===== config.mk =====
export PLATFORM = sky130hd
export DESIGN_NAME = prod_acc
export DESIGN_NICKNAME = d
export VERILOG_FILES = /design/src/rtl/prod_acc.sv
export SDC_FILE = /design/constraint.sdc
export NUM_CORES = 1
export LEC_CHECK = 0
export ABC_AREA = 1
export BUFFER_PORTS_ARGS = -buffer_cell sky130_fd_sc_hd__buf_2
export CAP_MARGIN = 10
export CORE_MARGIN = 4
export CORE_UTILIZATION = 30
export DETAILED_ROUTE_END_ITERATION = 10
export GPL_TIMING_DRIVEN = 0
export PLACE_DENSITY = 0.51
export SYNTH_ARGS = -nofsm -noshare
export SYNTH_HDL_FRONTEND = slang
export SYNTH_SLANG_ARGS = --single-unit

===== constraint.sdc =====
create_clock -name clk -period 2.3 [get_ports clk]
set_input_delay 0.115 -clock clk [delete_from_list [all_inputs] [get_ports clk]]
set_output_delay 0.115 -clock clk [all_outputs]
set_load 0.05 [all_outputs]

===== src/rtl/prod_acc.sv =====
// ============================================================================
// Module   : prod_acc
// Purpose  : Adds up a programmed number of 16-bit multiplier products with
//            saturation and hands the sum downstream over a valid/ready link.
// Revision : 1.0 - initial release
// ============================================================================
`default_nettype none

module prod_acc #(
   parameter int ACC_W = 18,
   parameter int CNT_W = 4
) (
   input  logic             clk,
   input  logic             reset,
   input  logic             activate,
   input  logic [CNT_W-1:0] count,
   input  logic             endop,
   input  logic [7:0]       mult8,
   input  logic [7:0]       mult16,
   input  logic             sum_ready,
   output logic [ACC_W-1:0] sum,
   output logic             sum_valid,
   output logic             busy,
   output logic             ovf
);

   typedef enum logic [1:0] {
      ST_IDLE = 2'd0,
      ST_ACC  = 2'd1,
      ST_DONE = 2'd2
   } state_t;

   state_t           state_q;
   logic [ACC_W-1:0] sum_q;
   logic             sum_valid_q;
   logic             busy_q;
   logic             ovf_q;
   logic [CNT_W-1:0] rem_q;
   logic             endop_q;

   logic             accept_d;
   logic [ACC_W:0]   add_d;

   // A held strobe yields a single product: only its first cycle is accepted.
   assign accept_d = endop & ~endop_q;
   assign add_d    = {1'b0, sum_q} + {{(ACC_W-15){1'b0}}, mult16, mult8};

   always_ff @(posedge clk or negedge reset) begin
      if (!reset) begin
         state_q     <= ST_IDLE;
         sum_q       <= '0;
         sum_valid_q <= 1'b0;
         busy_q      <= 1'b0;
         ovf_q       <= 1'b0;
         rem_q       <= '0;
         endop_q     <= 1'b0;
      end else begin
         endop_q <= endop;
         case (state_q)
            ST_IDLE: begin
               if (activate) begin
                  sum_q  <= '0;
                  ovf_q  <= 1'b0;
                  busy_q <= 1'b1;
                  if (count != '0) begin
                     rem_q   <= count;
                     state_q <= ST_ACC;
                  end else begin
                     sum_valid_q <= 1'b1;
                     state_q     <= ST_DONE;
                  end
               end
            end
            ST_ACC: begin
               if (accept_d) begin
                  // A carry out of the accumulator pins the sum at all ones.
                  if (add_d[ACC_W]) begin
                     sum_q <= '1;
                     ovf_q <= 1'b1;
                  end else begin
                     sum_q <= add_d[ACC_W-1:0];
                  end
                  rem_q <= rem_q - CNT_W'(1);
                  if (rem_q == CNT_W'(1)) begin
                     sum_valid_q <= 1'b1;
                     state_q     <= ST_DONE;
                  end
               end
            end
            ST_DONE: begin
               if (sum_ready) begin
                  sum_valid_q <= 1'b0;
                  busy_q      <= 1'b0;
                  state_q     <= ST_IDLE;
               end
            end
            default: begin
               sum_valid_q <= 1'b0;
               busy_q      <= 1'b0;
               state_q     <= ST_IDLE;
            end
         endcase
      end
   end

   assign sum       = sum_q;
   assign sum_valid = sum_valid_q;
   assign busy      = busy_q;
   assign ovf       = ovf_q;

endmodule

`default_nettype wire


==> results.cfg <==
[status]
run_status = completed

[finish]
layout-drive-gt1-share = 0.214
layout.nets = 443
antenna_diode_count = 0
area_growth_syn_to_layout_pct = 18.7

[yosys]
sequential_area_share_after_synthesis = 0.294
synth_most_common_cell = nand2_1
synth_nets = 391
synth-async-reset-ratio = 1.00
netlist-cell-type-count = 36
synth_top_cell_by_area = dfrtp_1
ys.warnings.count = 0
synthesis.area_um2 = 2380
number_of_enable_type_register_cells_in_the_synthesized_netlist = 0
synth_top_area_frac = 0.294
synth_cells = 347
synth.avg_cell_area_um2 = 6.87
synth_ff_type = dfrtp_1
ys_seq_elements = 28
post_synth_main_area_contributors = dfrtp_1, nand2_1, ha_1
post_synth_most_frequent_cells = nand2_1, inv_1, dfrtp_1

[setup_path]
cp_top_family = simple AND/OR/NAND/NOR gates
cp-end-kind = flop
critPathMaxStageDelay_ns = 0.41
required_time_of_the_worst_setup_path_ns = 2.49
critical_path.most_common_cell = nand3_1
worstPathArrival_ns = 2.23
reg2reg_to = sum[8]
setup_slack_on_the_worst_flop_to_flop_path_ns = 0.25
critPathLaunchType = flop
path_cells = ha_1, fa_2, nand3_1, nand3_1, nand2_1, nand2_1, or2_2, nand3_1, nand3_2
critical_path_class = reg -> reg
worst_r2r_path_depth = 9
critPathSlowestCell = dfrtp_1
critical_path.n_buffers_inverters = 0
cp_max_fo = 4
regToRegStartpoint = sum[0]

[global_routing]
grt-ovfl-total = 0
track_usage = 0.136
grt_antenna_before_repair = 0
grt_first_pass_wirelength_mm = 10.7
grt_max_degree = 29
grt_pass1_vias = 2242

[floorplan]
die_area_um2 = 9440
die_w_um = 97.2
num_rows = 32
design.core.area_um2 = 7730
initial_utilization = 0.309
io_pins = 46
die_h_um = 97.2

[power]
vdd_drop_max_mv = 0.624
cellPowerDensity_nw_per_um2 = 1360
leakagePower_uw = 0.00164
power.total_uw = 3860

[clock_tree]
clk_pin_slew_ns = 0.11
clk_root_buffer_cell = clkbuf_8
cts_htree_levels = 1
clock_path_buffers = 2
tritoncts = built
tritoncts_num_sinks = 28
cts_made_buffers = 3
insertion_delay_ns = 0.29

[worst_hold_path]
timing.hold.worst_endpoint = rem_q[2]
timing.hold.worst_path_depth = 3
hold_class = in -> reg
hold_start = count[2]

[sta]
totalNegativeSetupSlack_ns = 0
worst-slew-pin-transition_ns = 0.699
worst_clock_skew_ns = 0.00869
timing.final.max_slew_violations = 0
setup_viol = 0
achievable-frequency_mhz = 489
slew_headroom = 0.534
count_of_final_hold_check_violations = 0
period_needed_ns = 2.05
final.period_utilization = 0.890
rsz0062_at_grt = false

[routing]
drt_first_pass_iters = 4
detail-route-antenna-nets = 0
totalWireLength_mm = 6.23
vias = 2243
wl_met3_um = 242
wirelength_met1_mm = 2.99
detailedRoute.firstIterationViolations = 63
viasPerCell = 4.49
drc = 0
dr.max_layer_used = met4
route.met2.wl_mm = 2.96
route.detailed.wl_per_inst_um = 12.5

[job]
max-cap-violations = 0

[place]
gpl.final_weighted_congestion = 0.840
dp_hpwl_mm = 4.89
io_buffer_count = 45
power breakdown:
part,leakage (uW),internal [uW],switching (uW)
clock,0.0000357,234,179
sequential,0.000364,698,175
combinational,0.00124,818,1750
logic make-up (layout without fill, tap and decap cells):
family | Yosys count | count (layout) | share of synthesized area
AND/OR/NAND/NOR | 211 | 211 | 0.416
buffers and inverters | 49 | 100 | 0.0824
AO/OA/AOI/OAI | 37 | 37 | 0.0944
flip-flops | 28 | 28 | 0.294
adder cells (fa/ha/maj) | 19 | 19 | 0.103
XOR/XNOR | 3 | 3 | 0.0110
per-layer routing:
metal,global-route usage,vias up
li1,-,1213
met1,0.175,994
met2,0.240,34
met3,0.0258,2
met4,0.0216,0
met5,0,-
state kept, by name, summed over array words and instances, names as in the netlist:
signal / count
sum: 18
rem_q: 4
state_q: 2
busy: 1
endop_q: 1
ovf: 1
sum_valid: 1
layout make-up:
| type | count | area [um2] |
|---|---|---|
| clock buffer | 3 | 41.3 |
| timing repair buffer | 47 | 245 |
| clock inverter | 1 | 30.0 |
| buffer | 3 | 23.8 |
| sequential | 28 | 701 |
| tap | 102 | 128 |
| fill | 864 | 4900 |
| multi-input combinational | 270 | 1490 |
| inverter | 46 | 173 |
worst reg2reg max path, stage by stage (launching register included):
cell	delay, ns
dfrtp_1	0.41
ha_1	0.24
fa_2	0.39
nand3_1	0.10
nand3_1	0.15
nand2_1	0.10
nand2_1	0.10
or2_2	0.29
nand3_1	0.08
nand3_2	0.08
metrics by stage:
step	hold slack [ns]	utilization	cell area, um2	worst slack, ns	instances
4_1_cts	0.107	0.366	2830	0.145	500
3_5_place_dp	0.212	0.354	2740	0.163	494
6_report	0.115	0.366	2830	0.254	500
2_1_floorplan	-0.181	-	2380	0.126	347
5_1_grt	0.127	0.366	2830	0.0770	500
3_3_place_gp	0.203	0.354	2740	0.161	494
worst max path at each step:
stage                start     end  slack (ns)  cells past startpoint
finish              sum[0]  sum[8]        0.25                      9
detailed placement  sum[0]  sum[8]        0.16                      9
floorplan           sum[0]  sum[8]        0.13                      9
global placement    sum[0]  sum[8]        0.16                      9
global route        sum[0]  sum[8]        0.08                      9
CTS                 sum[0]  sum[8]        0.14                      9
placed cells by master (no fill, tap or decap), types with 2 or more instances in the layout:
cell and n:
nand2_2 2, or2_2 7, a21oi_1 14, nor3_1 4
o21ai_1 2, nand3_2 11, nand2_1 126, nand2_4 3
nand3_1 27, inv_1 42, dlygate4sd3_1 2, nor2_1 24
xnor2_1 2, clkbuf_8 3, o21ai_0 11, ha_1 18
o211ai_1 4, inv_2 3, buf_2 46, dfrtp_1 28
what timing repair did:
action                     in CTS  in global routing
resized for setup               0                  1
hold endpoints to repair       29                  0
setup buffers                   0                  0
hold buffers                    2                  0
setup endpoints to repair       0                  1
Power figures use the tool's default switching activity.
